==> src/rtl/parking_gate_ctrl_pkg.sv <==
// Shared types for the parking lot gate controller.
package parking_pkg;

   localparam int NUM_SPOTS = 3;

   typedef enum logic [1:0] {
      IDLE     = 2'd0,
      IN_OPEN  = 2'd1,
      OUT_OPEN = 2'd2,
      SETTLE   = 2'd3
   } gate_state_t;

   typedef enum logic {
      SIDE_IN  = 1'b0,
      SIDE_OUT = 1'b1
   } side_t;

endpackage

==> src/rtl/parking_gate_ctrl_hold_timer.sv <==
// Clear/increment counter that stops at LIMIT-1 and flags when it gets there.
module hold_timer #(
   parameter int LIMIT = 8,
   parameter int CW    = (LIMIT > 1) ? $clog2(LIMIT) : 1
) (
   input  logic          clk,
   input  logic          reset,
   input  logic          clr,
   input  logic          inc,
   output logic [CW-1:0] cnt,
   output logic          at_limit
);

   assign at_limit = (cnt == CW'(LIMIT - 1));

   always_ff @(posedge clk) begin
      if (reset || clr)
         cnt <= '0;
      else if (inc && !at_limit)
         cnt <= cnt + CW'(1);
   end

endmodule

==> src/rtl/parking_gate_ctrl.sv <==
// Single-ramp entrance/exit gate sequencer with hold timeout and entry tally.
module parking_gate_ctrl
   import parking_pkg::*;
#(
   parameter int GATE_HOLD = 8,
   parameter int ENTRY_W   = 8
) (
   input  logic               clk,
   input  logic               reset,
   input  logic [1:0]         spot_left,
   input  logic               arrive,
   input  logic               exit_req,
   input  logic               enter_pass,
   input  logic               exit_pass,
   output logic               gate_in,
   output logic               gate_out,
   output logic               full,
   output logic               timeout,
   output logic [ENTRY_W-1:0] entries
);

   localparam int HW = (GATE_HOLD > 1) ? $clog2(GATE_HOLD) : 1;

   gate_state_t   state, nxt;
   side_t         last_grant;
   logic [HW-1:0] hold_cnt;
   logic          at_limit;
   logic          gate_open;
   logic          side_pass;
   logic          lot_empty_slot;

   assign gate_open      = (state == IN_OPEN) || (state == OUT_OPEN);
   assign side_pass      = ((state == IN_OPEN) && enter_pass) ||
                           ((state == OUT_OPEN) && exit_pass);
   assign lot_empty_slot = (spot_left != 2'd0);

   // Held at zero whenever no gate is open, so every opening starts from 0.
   hold_timer #(.LIMIT(GATE_HOLD), .CW(HW)) u_hold (
      .clk      (clk),
      .reset    (reset),
      .clr      (!gate_open),
      .inc      (gate_open),
      .cnt      (hold_cnt),
      .at_limit (at_limit)
   );

   always_comb begin
      nxt = state;
      case (state)
         IDLE: begin
            if (arrive && exit_req) begin
               // A full lot always lets the leaver out; otherwise alternate.
               if (!lot_empty_slot || (last_grant == SIDE_IN))
                  nxt = OUT_OPEN;
               else
                  nxt = IN_OPEN;
            end else if (arrive && lot_empty_slot)
               nxt = IN_OPEN;
            else if (exit_req)
               nxt = OUT_OPEN;
         end
         IN_OPEN, OUT_OPEN: begin
            if (side_pass || at_limit)
               nxt = SETTLE;
         end
         default: nxt = IDLE;
      endcase
   end

   always_ff @(posedge clk) begin
      if (reset) begin
         state      <= IDLE;
         last_grant <= SIDE_OUT;
         gate_in    <= 1'b0;
         gate_out   <= 1'b0;
         full       <= 1'b0;
         timeout    <= 1'b0;
         entries    <= '0;
      end else begin
         state    <= nxt;
         gate_in  <= (nxt == IN_OPEN);
         gate_out <= (nxt == OUT_OPEN);
         full     <= !lot_empty_slot;
         timeout  <= gate_open && at_limit && !side_pass;
         if (state == IDLE && nxt == IN_OPEN)
            last_grant <= SIDE_IN;
         else if (state == IDLE && nxt == OUT_OPEN)
            last_grant <= SIDE_OUT;
         if ((state == IN_OPEN) && enter_pass && (entries != {ENTRY_W{1'b1}}))
            entries <= entries + ENTRY_W'(1);
      end
   end

endmodule

==> config.mk <==
export PLATFORM = sky130hd
export DESIGN_NAME = parking_gate_ctrl
export DESIGN_NICKNAME = d
export VERILOG_FILES = /design/src/rtl/parking_gate_ctrl_pkg.sv /design/src/rtl/parking_gate_ctrl_hold_timer.sv /design/src/rtl/parking_gate_ctrl.sv
export SDC_FILE = /design/constraint.sdc
export NUM_CORES = 1
export LEC_CHECK = 0
export BUFFER_PORTS_ARGS = -buffer_cell sky130_fd_sc_hd__buf_4
export CAP_MARGIN = 20
export CORE_ASPECT_RATIO = 1.1
export CORE_MARGIN = 4
export CORE_UTILIZATION = 51
export DETAILED_ROUTE_END_ITERATION = 12
export PLACE_DENSITY_LB_ADDON = 0.3
export SYNTH_ARGS = -nofsm -noshare
export SYNTH_HDL_FRONTEND = slang
export SYNTH_SLANG_ARGS = --single-unit
==> constraint.sdc <==
create_clock -name clk -period 2 [get_ports clk]
set_clock_uncertainty 0.1 [all_clocks]
set_input_delay 0.3 -clock clk [delete_from_list [all_inputs] [get_ports clk]]
set_output_delay 0.3 -clock clk [all_outputs]
set_load 0.005 [all_outputs]
; ---- After elaboration in Yosys (flattened, before gate mapping)
; Cells that the tools add are included.
[word_totals]
reg_bits = 18
input_bits = 8
output_inout_bits = 12
elab_cells = 48
[op_classes]
addsub = 2
n_eq_ne = 6
muxes = 8
bitwise_logic = 1
reduce_logical = 23
[ops]
columns = op, n
row1 = $logic_and 1x1->1, 10
row2 = $mux 2, 5
row3 = $add 8x1->8 const B, 1
row4 = $ne 8x8->1 const B, 1
row5 = $logic_or 1x1->1, 5
row6 = $eq 2x1->1 const B, 2
row7 = $eq 2x2->1 const B, 2
row8 = $logic_not 1->1, 4
row9 = $pmux 2 s2, 1
row10 = $reduce_bool 2->1, 2
row11 = $add 3x1->3 const B, 1
row12 = $eq 3x3->1 const B, 1
row13 = $logic_not 2->1, 1
row14 = $mux 1, 2
row15 = $reduce_or 2->1, 1
row16 = $not 1->1, 1

; ---- Depth between registers and ports, before layout
; Gate-level depths: netlist of the first run.
[depth]
ltp_word = 10
depth_mapped = 7
ltp_nobuf = 7

; ---- Modules after synthesis
; From an unflattened synthesis of the first run, not the netlist that was laid out.
[hier_totals]
hier_cells = 99
hier_area_um2 = 925.9
[by_module_without_submodules]
columns = mod, n_inst, cells_each, area_per_inst_um2, seq_area_each_um2
row1 = parking_gate_ctrl, 1, 87, 783.3, 300.3
row2 = hold_timer, 1, 12, 142.6, 60.1

; ---- Least setup slack after synthesis of the first run
; OpenSTA, ideal clock, no wires.
[synth_timing]
path_kind = register to register
from = reg entries[0]
to = reg entries[5]
setup_time_ns = 0.114
t_arrival_ns = 1.402
required_time_ns = 1.786
setup_slack_ns = 0.383
path_stages_with_launch = 7
path_buffers = 0
period_less_slack_ns = 1.617
path_cell_list = dfxtp_1 > ha_1 > and3_4 > a41oi_4 > nand2_1 > xnor2_1 > and2b_1
[synth_via]
elab_chain_cells = 2
elab_cells_between_ends = 3
cone_classes = 1 x add/sub / 1 x eq/ne / 1 x reduce/logical
[synth_lines]
columns = element, line_no
row1 = start: declaration, parking_gate_ctrl.sv:19  ; output logic [ENTRY_W-1:0] entries
row2 = start signal: assignment, parking_gate_ctrl.sv:90  ; entries <= entries + ENTRY_W'(1);
row3 = branches (longest 2 deep; another with $add 8x1->8), n/a
; Several ways; the timed one is not identified.
; A chain may end at the register's enable or synchronous reset.

; ---- Worst setup path after layout of the first run
[layout_timing]
from = reg u_hold.cnt[0]
to = reg last_grant
[layout_via]
elab_chain_cells = 7
elab_cells_between_ends = 10
cone_classes = 3 x eq/ne / 3 x mux / 4 x reduce/logical
[layout_lines]
columns = element, line_no
row1 = start: declaration, parking_gate_ctrl_hold_timer.sv:10  ; output logic [CW-1:0] cnt,
row2 = start signal: assignment, parking_gate_ctrl_hold_timer.sv:20  ; cnt <= cnt + CW'(1);
row3 = $eq 3x3->1 *, parking_gate_ctrl_hold_timer.sv:14  ; assign at_limit = (cnt == CW'(LIMIT - 1));
row4 = $logic_or 1x1->1 *, parking_gate_ctrl.sv:63  ; if (side_pass || at_limit)
row5 = $mux 2 *, parking_gate_ctrl.sv:63
row6 = $pmux 2 s2 *, parking_gate_ctrl.sv:49  ; case (state)
row7 = $eq 2x1->1 or $eq 2x2->1 (tied branches), "parking_gate_ctrl.sv:85, parking_gate_ctrl.sv:87"
row8 = $logic_and 1x1->1 (on tied branches), "parking_gate_ctrl.sv:85, parking_gate_ctrl.sv:87"
row9 = $mux 1 or $reduce_bool 2->1 (tied branches), n/a
row10 = end signal: assignment, parking_gate_ctrl.sv:73  ; last_grant <= SIDE_OUT;
row11 = end signal: assignment, parking_gate_ctrl.sv:86  ; last_grant <= SIDE_IN;
row12 = end signal: assignment, parking_gate_ctrl.sv:88  ; last_grant <= SIDE_OUT;
row13 = end: declaration, parking_gate_ctrl.sv:25  ; side_t last_grant;
; Mark *: on every way between the ends. The rest lies on a longest branch, timed or not.

==> results of run 1 <==
==> power breakdown <==
group / leakage, nW / internal, mW / switching, mW
Clock: 0.0210 / 0.111 / 0.115
Sequential: 0.146 / 0.394 / 0.0245
Combinational: 0.320 / 0.105 / 0.126
==> worst max-delay path: stages (launching register included) <==
cell     delay [ns]
dfxtp_1        0.34
ha_1           0.21
ha_1           0.26
o21ai_0        0.29
nor2b_1        0.31
a32o_1         0.20
==> worst paths after layout <==
kind	startpoint	to	slack, ns	cells after the start
worst max register to register	u_hold.cnt[0]$_SDFFE_PP0P_	last_grant$_SDFFE_PP1P_	0.25	5
worst max-delay path	u_hold.cnt[0]$_SDFFE_PP0P_	last_grant$_SDFFE_PP1P_	0.25	5
worst min-delay path	spot_left[0]	full$_SDFF_PP0_	0.06	2
worst min register to register	u_hold.cnt[1]$_SDFFE_PP0P_	u_hold.cnt[1]$_SDFFE_PP0P_	0.42	2
==> synthesized netlist by cell type, drive strengths merged <==
| master | instances | share of area [%] |
|---|---|---|
| a21oi | 2 | 1.2 |
| a32o | 1 | 1.2 |
| a41oi | 1 | 3.2 |
| and2 | 2 | 1.7 |
| and2b | 1 | 0.87 |
| and3 | 3 | 2.8 |
| clkbuf | 1 | 0.44 |
| dfxtp | 18 | 42 |
| ha | 7 | 10 |
| inv | 7 | 3.1 |
| mux2i | 3 | 3.5 |
| nand2 | 8 | 3.5 |
| nand2b | 1 | 0.73 |
| nand3 | 2 | 1.2 |
| nand4 | 3 | 2.2 |
| nor2 | 13 | 5.7 |
| nor2b | 1 | 0.73 |
| nor3 | 3 | 1.7 |
| nor4 | 1 | 0.73 |
| o21ai | 5 | 2.9 |
| o22a | 1 | 1.0 |
| o22ai | 1 | 0.73 |
| or2 | 1 | 0.73 |
| xnor2 | 2 | 2.0 |
| xor2 | 6 | 6.1 |
==> kinds of logic (layout without fill, tap and decap cells) <==
logic type	after synthesis	count (layout)	share of synthesized area, %
muxes	3	3	3.494
and+or+nand+nor	39	39	22.56
AOI/OAI and AO/OA	11	11	10.19
buffers and inverters	8	30	3.494
adders and majority gates	7	7	10.19
xor gates and xnor gates	8	8	8.152
DFF	18	18	41.92
==> cell usage in the layout (no fill, tap or decap), types with 3 or more instances in the layout <==
cell type / netlist / routed
dfxtp_1: 18 / 18
nand2_1: 8 / 8
buf_4: 0 / 19
nor2_1: 13 / 13
ha_1: 7 / 7
mux2i_1: 3 / 3
inv_1: 7 / 7
nand4_1: 3 / 3
nor3_1: 3 / 3
xor2_1: 6 / 6
clkbuf_4: 0 / 3
o21ai_0: 4 / 4
==> per-stage QoR <==
stage	instance area, um^2	std cells	setup slack [ns]
2_1_floorplan	859.6	94	0.3834
3_3_place_gp	1020	129	0.3231
3_5_place_dp	1020	129	0.2588
4_1_cts	1056	133	0.2476
5_1_grt	1056	133	0.06259
6_report	1056	133	0.2453
==> area by class of cell <==
cell class | instances | area [um^2] | share of cell area, %
clock buffers | 4 | 36.28 | 3.436
inverters | 7 | 26.28 | 2.488
multi-input cells | 68 | 469.2 | 44.43
flip-flops and latches | 18 | 360.3 | 34.12
well taps | 17 | 21.27 | 2.014
repair buffers | 19 | 142.6 | 13.51
==> state kept, by name, indices dropped and copies added (netlist names) <==
name        cells
state           2
u_hold.cnt      3
last_grant      1
entries         8
gate_in         1
full            1
timeout         1
gate_out        1
==> routing by layer <==
metal	routed length, um	share of wire [%]	GRT usage (%)
met1	696	41	19.14
met2	815	48	26.24
met3	123	7.3	5.282
met4	50	3.0	9.677
met5	0	0	0
==> results by group, run 1 <==
Global route
  • Grt total ovfl: 0
  • Maximum number of pins on one net before global-route repair: 15
  • Vias in the first global route: 676
  • All-layer global routing usage: roughly 17%
  • First-pass GRT wire length: 2815 um
  • Number of antenna violations at the first check in global routing: 0

Critical path
  • Type of destination of the critical path: flop
  • Critical path required time: 2.15 ns
  • Type of the setup path with the least slack: flop to flop
  • Startpoint kind of the worst setup timing path: flop
  • Endpoint arrival time on the critical path: 1.90 ns
  • Worst-path maximum fanout: 5

Place
  • HPWL after detailed placement: between 1000 and 1500 um
  • Number of buffers added on ports: 19
  • Final RePlAce weighted congestion: 0.9146

Flow run
  • Number of maximum-capacitance constraint violations: 0

Floorplan
  • Core outline area: 1577 um^2
  • Die width: 47.15 um
  • Standard-cell row count: 15
  • Ports: 20
  • Die height: a little over 50 um
  • Die area: 2407 um^2
  • Starting density of the core: a little over half

Drt
  • Detailed-route wire length per cell: 12.67 um
  • Count of antenna-violating nets left after detailed routing: 0
  • Sum of routed wire length over all layers: 1685 um
  • DR pass1 iterations: 4
  • Via count: between 700 and 800
  • DRC errors left: 0
  • Number of vias per cell after detailed routing: 5.474
  • Number of DRC markers in iteration 0: 11

Synth
  • Syn_nets: 109
  • Syn Area/Cell: about 9 um^2
  • Synthesized cell area: 859.6 um^2
  • Number of warnings printed during yosys synthesis: 0
  • Number of distinct library cell variants in the gate-level netlist after synthesis: 28
  • Synthesized netlist cell count: 94
  • Fraction of the yosys area taken by sequential cells: between 40% and 50%
  • Number of synthesized register bits: 18

CTS
  • TritonCTS clock tree: built
  • H-tree lvl count: 1
  • Number of buffers created by CTS: 3
  • Buffer count from post-CTS setup fixing: 0
  • Register clock-pin slew on the reported worst setup and hold paths: 0.10 ns
  • Total of cells resized after clock tree synthesis: 0
  • Total of hold buffers inserted after clock tree synthesis: 0
  • Clk Latency, worst-skew pair: 0.30 ns
  • CTS Root Buffer Type: clkbuf_4
  • CTS Buffer Depth: 2
  • Clock sink total: 18

Pwr
  • Reported leakage power: 0.4873 nW
  • Maximum vdd ir drop: 444.3 uV
  • Total chip power: 875.4 uW
  • Power Density: 828.9 nW/um^2

Cells and area
  • Number of diodes added for antenna fixing: 0
  • Ratio of cells with drive above 1 in the final layout: 23.28%
  • Final cell utilization of the core: 66.98%
  • Final nets: 132
  • Synth-to-Final Area Change: 22.85%
  • Fill cell count: 134

STA
  • Slew at the pin with the worst max-slew slack: 0.3048 ns
  • Final Critical Period: 1.755 ns
  • Max-slew headroom: 79.46%
  • Peak clock frequency supported by timing: 569.9 MHz
  • Final critical-path share of the clock period: 87.73%
  • Number of setup violations in the final report: 0
  • Count of final hold-check violations: 0
  • Pins Over Slew Limit: 0
  • RSZ-0062 raised after global routing: false
  • Final worst hold slack: 0.06037 ns
  • Setup TNS: 0 ns

Outcome
  • Status: finished, final reports clean

Min path
  • Type of the most critical hold path: primary input to flop
No activity file was read; power rests on OpenSTA's default activity.
==> inputs of run 2 (changes only) <==
--- a/config.mk
+++ b/config.mk
@@ -5,6 +5,7 @@
 export SDC_FILE = /design/constraint.sdc
 export NUM_CORES = 1
 export LEC_CHECK = 0
+export ABC_AREA = 1
 export BUFFER_PORTS_ARGS = -buffer_cell sky130_fd_sc_hd__buf_4
 export CAP_MARGIN = 20
 export CORE_ASPECT_RATIO = 1.1
==> run 2 against run 1 <==
Sequential cell count is the same. First-iteration DRC count shrank 36%. Count of clock-buffer cells in the layout is the same. Sequential power grew 6.9%. Cell count grew 24%. Non-clock buffer count is the same. Area after synthesis grew 6.3%. Utilization grew 0.99 points.
==> results by group, run 2 <==
Synth
  • Xor/xnor share of the synthesized area: between 1.5 and 2%
  • Share of synthesized cell area in and, or, nand and nor gates: 28.63%
  • Synth area leader: dfxtp_1
  • Main combinational cell family by area after synthesis: simple AND/OR/NAND/NOR gates
  • Fraction of the yosys area taken by sequential cells: 39.45%
  • Number of synthesized flops with an enable pin: 0
  • Synthesized netlist cell count: 126
  • Multiplexer share of the synthesized area: 0%
  • Dominant register cell in the synthesized netlist: dfxtp_1
  • Syn_nets: between 100 and 150
  • Synth top area cells: dfxtp_1, nand2_1, ha_1
  • Most numerous cell types in the synthesized netlist: nand2_1, dfxtp_1, nor2_1
  • Fraction of the mapped netlist area in compound gates: 12.47%
  • Synthesized cell area: 913.4 um^2
  • Share of async-settable or async-resettable flops after synthesis: 0%
  • Syn Area/Cell: 7.249 um^2
  • Number of distinct library cell variants in the gate-level netlist after synthesis: 18
  • Number of warnings printed during yosys synthesis: 0
  • Top-count cell post-synth: nand2_1
  • Fraction of synthesized cell area taken by the top area cell type: 39.45%
  • Post-Synth Adder-Cell Area: 9.589%
  • Number of synthesized register bits: 18

Critical path
  • Launching point of the worst reg2reg path: u_hold.cnt[0]$_SDFFE_PP0P_
  • Type of destination of the critical path: flop
  • Critical path required time: 2.10 ns
  • Slowest cell on crit path: dfxtp_1
  • Worst path bufs/invs: 1
  • Type of the setup path with the least slack: flop to flop
  • Critical Path, Cell by Cell: ha_1 > ha_1 > inv_1 > nand3_1 > o21ai_0 > nand2_1 > nand2_1 > nor2_1 > nor2_1 > nand2_1
  • Peak per-stage delay on the critical path: 0.34 ns
  • Startpoint kind of the worst setup timing path: flop
  • Cell seen most often among critical-path stages: nand2_1
  • Start point of the critical path: u_hold.cnt[0]$_SDFFE_PP0P_
  • Worst-path maximum fanout: 5
  • Largest delay share family, worst path: simple AND/OR/NAND/NOR gates
  • Endpoint arrival time on the critical path: 1.83 ns

Drt
  • Via count: 856
  • Sum of routed wire length over all layers: 1818 um
  • Number of DRC markers in iteration 0: 7
  • Detailed-route wire length per cell: 11.02 um
  • Number of vias per cell after detailed routing: 5.188
  • DRC errors left: 0
  • Count of antenna-violating nets left after detailed routing: 0
  • DR pass1 iterations: 4

Pwr
  • Portion of total power attributed to combinational logic: 31.4%
  • Maximum vdd ir drop: 509.7 uV
  • Power Density: 884.5 nW/um^2
  • Total chip power: approximately 1000 uW
  • Switching Share: about a third
  • Clock network fraction of design power: 22.9%
  • Sequential power share: 45.7%
  • Power Internal: 645.8 uW
  • Net switching component of the power: between 300 and 400 uW
  • Reported leakage power: 0.5454 nW

Cells and area
  • Most common cell after layout, fill and taps aside: nand2_1
  • Number of diodes added for antenna fixing: 0
  • Biggest registers after layout: entries: 8 flops, u_hold.cnt: 3 flops, state: 2 flops
  • Ratio of cells with drive above 1 in the final layout: roughly a fifth
  • Commonest cells after routing, fill and taps aside: nand2_1, buf_4, nor2_1, dfxtp_1, inv_1
  • Final nets: 164
  • Synth-to-Final Area Change: 21.51%
  • Number of flip-flops under the largest register name: 8
  • Register with the highest flop count: entries

Floorplan
  • Ports: 20
  • Starting density of the core: a little under three fifths
  • Die width: ~48 um
  • Standard-cell row count: 15
  • Core outline area: 1633 um^2
  • Die height: around 52 um
  • Die area: about 2500 um^2

CTS
  • Buffer count from post-CTS setup fixing: 0
  • CTS Buffer Depth: 2
  • Clock sink total: 18
  • CTS Root Buffer Type: clkbuf_4
  • TritonCTS clock tree: built
  • Register clock-pin slew on the reported worst setup and hold paths: roughly 0.10 ns
  • H-tree lvl count: 1
  • Number of buffers created by CTS: 3
  • Total of hold buffers inserted after clock tree synthesis: 0
  • Clk Latency, worst-skew pair: 0.29 ns
  • Total of cells resized after clock tree synthesis: 0

STA
  • Peak clock frequency supported by timing: 575.7 MHz
  • Number of setup violations in the final report: 0
  • Pins Over Slew Limit: 0
  • Max-slew headroom: approximately 84%
  • Final critical-path share of the clock period: 86.85%
  • Setup TNS: 0 ns
  • Final Worst Setup Slack: approximately 0.26 ns
  • Slew at the pin with the worst max-slew slack: 0.2371 ns
  • Count of final hold-check violations: 0
  • RSZ-0062 raised after global routing: false
  • Final Critical Period: 1.737 ns

Place
  • Final RePlAce weighted congestion: 0.8543
  • Number of buffers added on ports: 19
  • Setup WS pre-CTS: 0.2698 ns
  • HPWL after detailed placement: 1473 um

Global route
  • Number of antenna violations at the first check in global routing: 0
  • Vias in the first global route: 850
  • All-layer global routing usage: between 10% and 20%
  • Maximum number of pins on one net before global-route repair: 12
  • Grt total ovfl: 0
  • First-pass GRT wire length: 3312 um

Min path
  • Type of the most critical hold path: primary input to flop
  • Startpoint of the lowest-slack hold path: reset

Outcome
  • Status: finished, final reports clean

Flow run
  • Number of maximum-capacitance constraint violations: 0
==> run 2: cell types whose count changed after synthesis, moves of 3 or more <==
cell and delta:
nor2_1 +5, a21oi_1 +5, mux2i_1 -3, nor3_1 +3, nand2_1 +17, nand3_1 +6, o21ai_0 +6, xor2_1 -4
inv_1 +8, nand4_1 -3
==> run 2: worst paths after layout <==
path	endpoint	slack, ns	cells past startpoint
max reg2reg	last_grant$_SDFFE_PP1P_	0.26	10
min reg2reg	u_hold.cnt[0]$_SDFFE_PP0P_	0.37	1
max	last_grant$_SDFFE_PP1P_	0.26	10
min	entries[7]$_SDFFE_PP0P_	0.15	2
==> run 2: worst register-to-register path, delay by kind of cell, from the launching register on <==
kind | cells | cell delay (ns)
fa+ha+maj | 2 | 0.41
simple gates | 6 | 0.52
buf+inv | 1 | 0.12
compound gates | 1 | 0.16
flops | 1 | 0.34
==> run 2: per-layer routing <==
layer  global-route usage (%)  up-vias  wire, um
met1                    15.65      389       726
met5                        0        -         0
met3                    5.413        4        98
li1                         -      446         -
met2                    31.52       17       967
met4                    8.295        0        27
==> run 2: through the flow <==
step / utilization (%) / area, um^2 / cells / hold WS, ns
3_3_place_gp: 65.75 / 1074 / 161 / 0.3376
3_5_place_dp: 65.75 / 1074 / 161 / 0.3557
4_1_cts: 67.97 / 1110 / 165 / 0.1404
6_report: 67.97 / 1110 / 165 / 0.1489
2_1_floorplan: - / 913.4 / 126 / 0.3283
5_1_grt: 67.97 / 1110 / 165 / 0.1328
==> run 2: logic make-up (layout without fill, tap and decap cells) <==
logic type / after synthesis / count (layout)
flip-flops: 18 / 18
adder cells (fa/ha/maj): 7 / 7
AO/OA/AOI/OAI: 20 / 20
XOR/XNOR: 2 / 2
buffers and inverters: 18 / 40
AND/OR/NAND/NOR: 61 / 61
==> run 2: area by class of cell <==
| class | instances | area (um^2) |
|---|---|---|
| fillers | 145 | 523.0 |
| well taps | 17 | 21.27 |
| inverters | 17 | 68.82 |
| repair buffers | 19 | 142.6 |
| flip-flops and latches | 18 | 360.3 |
| multi-input cells | 90 | 480.5 |
| clock buffers | 4 | 36.28 |
==> run 2: power groups by stage <==
| stage | combinational (mW) | clock [mW] | sequential, mW |
|---|---|---|---|
| 2_1_floorplan | 0.214 | 0 | 0.450 |
| 3_3_place_gp | 0.288 | 0 | 0.454 |
| 3_5_place_dp | 0.309 | 0 | 0.455 |
| 4_1_cts | 0.309 | 0.234 | 0.449 |
| 5_1_grt | 0.354 | 0.255 | 0.456 |
| 6_report | 0.309 | 0.225 | 0.448 |
==> inputs of run 3 (changes only) <==
==> constraint.sdc (replaced) <==
create_clock -name clk -period 1.65 [get_ports clk]
set_clock_uncertainty 0.1 [all_clocks]
set_input_delay 0.2475 -clock clk [delete_from_list [all_inputs] [get_ports clk]]
set_output_delay 0.2475 -clock clk [all_outputs]
set_load 0.005 [all_outputs]
==> run 3 against run 2 <==
First-iteration DRC count is 130% higher. Routed wire length grew 6.9%. Combinational power increased by 44%. Largest cell class unchanged. Highest routed layer unchanged.
==> results by group, run 3 (synthesis gave the netlist of run 2 again) <==
Cells and area
  • Final nets: 170
  • Fill cell count: 141
  • Synth-to-Final Area Change: 31.64%
  • Final cell utilization of the core: between 70% and 80%
  • Ratio of cells with drive above 1 in the final layout: 30.52%
  • Commonest cells after routing, fill and taps aside: buf_4, nand2_1, nor2_1, dfxtp_1, inv_1
  • Non-filler cells, final: 171
  • Register with the highest flop count: entries
  • Biggest registers after layout: entries: 8 flops, u_hold.cnt: 3 flops, state: 2 flops
  • Number of flip-flops under the largest register name: 8
  • Most common cell after layout, fill and taps aside: buf_4
  • Final standard cell area without fillers: ~1200 um^2
  • Number of diodes added for antenna fixing: 0

Drt
  • DR pass1 iterations: 5
  • Count of antenna-violating nets left after detailed routing: 0
  • DRC errors left: 0
  • Sum of routed wire length over all layers: 1944 um
  • Number of DRC markers in iteration 0: 16
  • Via count: 896
  • Number of vias per cell after detailed routing: 5.240
  • Detailed-route wire length per cell: ~11 um

Place
  • Placed cell areas: 1089 um^2
  • Setup WS pre-CTS: -0.05285 ns
  • Final RePlAce weighted congestion: 0.8624
  • Placed Cells: 163
  • HPWL after detailed placement: 1476 um
  • Number of buffers added on ports: 19

Critical path
  • Reg2Reg Capture Point: last_grant$_SDFFE_PP1P_
  • Peak per-stage delay on the critical path: 0.36 ns
  • Startpoint kind of the worst setup timing path: flop
  • Start point of the critical path: u_hold.cnt[0]$_SDFFE_PP0P_
  • Type of the setup path with the least slack: flop to flop
  • Count of cells along the worst register-to-register path: 10
  • Critical Path, Cell by Cell: ha_4 > ha_4 > inv_4 > nand3_2 > o21ai_1 > nand2_1 > nand2_2 > nor2_1 > nor2_1 > nand2_1
  • Type of destination of the critical path: flop
  • Critical path required time: 1.75 ns
  • Register-to-register setup slack: 0.07 ns
  • Launching point of the worst reg2reg path: u_hold.cnt[0]$_SDFFE_PP0P_
  • Slowest cell on crit path: dfxtp_2
  • Worst-path maximum fanout: 4
  • Critical path destination: last_grant$_SDFFE_PP1P_
  • Endpoint arrival time on the critical path: 1.68 ns

Floorplan
  • Ports: 20
  • Die height: between 50 and 60 um
  • Core outline area: 1633 um^2
  • Die area: about 2500 um^2
  • Starting density of the core: 55.94%
  • Standard-cell row count: 15
  • Die width: 48.35 um

Pwr
  • Reported leakage power: 0.5809 nW
  • Power Density: 1061 nW/um^2
  • Maximum vdd ir drop: 686.8 uV
  • Total chip power: 1.276 mW

STA
  • Pins Over Slew Limit: 0
  • Final worst hold slack: about 0.087 ns
  • Final Critical Period: 1.575 ns
  • Final Worst Setup Slack: 0.07490 ns
  • Peak clock frequency supported by timing: between 600 and 700 MHz
  • Slew at the pin with the worst max-slew slack: 0.2382 ns
  • Final critical-path share of the clock period: 95.46%
  • Count of final hold-check violations: 0
  • Setup TNS: 0 ns
  • RSZ-0062 raised after global routing: true
  • Max-slew headroom: 84.09%
  • Number of setup violations in the final report: 0

Global route
  • Number of antenna violations at the first check in global routing: 0
  • Maximum number of pins on one net before global-route repair: 12
  • All-layer global routing usage: between 10% and 20%
  • Grt total ovfl: 0
  • First-pass GRT wire length: 3249 um
  • Vias in the first global route: 841

CTS
  • TritonCTS clock tree: built
  • H-tree lvl count: 1
  • Number of buffers created by CTS: 3
  • Clk Latency, worst-skew pair: about 0.30 ns
  • Register clock-pin slew on the reported worst setup and hold paths: 0.11 ns
  • CTS Buffer Depth: 2
  • CTS Root Buffer Type: clkbuf_4
  • Clock sink total: 18

Flow run
  • Number of maximum-capacitance constraint violations: 0

Min path
  • Type of the most critical hold path: primary input to flop

Outcome
  • Status: finished, final reports clean
[run 3: cell count changes in the layout (fill, tap and decap cells not counted), sizes merged]
cell  previous run  this run
buf             19        25
[run 3: cell type report]
| cell class | count | area [um^2] | area share [%] |
|---|---|---|---|
| Clock buffer | 4 | 36.28 | 3.018 |
| Multi-Input combinational cell | 90 | 519.2 | 43.18 |
| Inverter | 17 | 71.32 | 5.931 |
| Timing Repair Buffer | 25 | 187.7 | 15.61 |
| Sequential cell | 18 | 366.6 | 30.49 |
| Tap cell | 17 | 21.27 | 1.769 |
[run 3: critical path, delay by kind of cell (launching register included)]
family,cells,cell delay (ns)
adder cells (fa/ha/maj),2,0.32
AND/OR/NAND/NOR,6,0.50
flip-flops,1,0.36
AO/OA/AOI/OAI,1,0.14
buffers and inverters,1,0.06
[run 3: power breakdown]
part,internal [mW],total (mW),switching (mW),leakage [nW]
Combinational,0.196,0.445,0.249,0.412
Clock,0.135,0.276,0.142,0.0210
Sequential,0.505,0.554,0.0498,0.148
[run 3: routing by layer]
metal  vias to the layer above  global-route usage, %  routed length, um
li1                        459                      -                  -
met1                       409                  15.85                776
met4                         0                  8.756                 47
met3                         6                  5.413                109
met2                        22                  30.43               1011
met5                         -                      0                  0
[run 3: worst min path at each step]
stage	from	end	slack (ns)	cells after the start
6_report	reset	full$_SDFF_PP0_	0.09	2
5_1_grt	reset	timeout$_SDFF_PP0_	0.08	2
4_1_cts	reset	entries[4]$_SDFFE_PP0P_	0.08	2
3_5_place_dp	u_hold.cnt[0]$_SDFFE_PP0P_	u_hold.cnt[0]$_SDFFE_PP0P_	0.36	1
3_3_place_gp	u_hold.cnt[0]$_SDFFE_PP0P_	u_hold.cnt[0]$_SDFFE_PP0P_	0.34	1
2_1_floorplan	reset	u_hold.cnt[1]$_SDFFE_PP0P_	0.33	3
[run 3: what timing repair did]
item	CTS	global route
gates resized for setup	4	13
endpoints found under the setup margin	4	6
buffers inserted	0	4
pin swaps	0	6
hold buffers	0	0
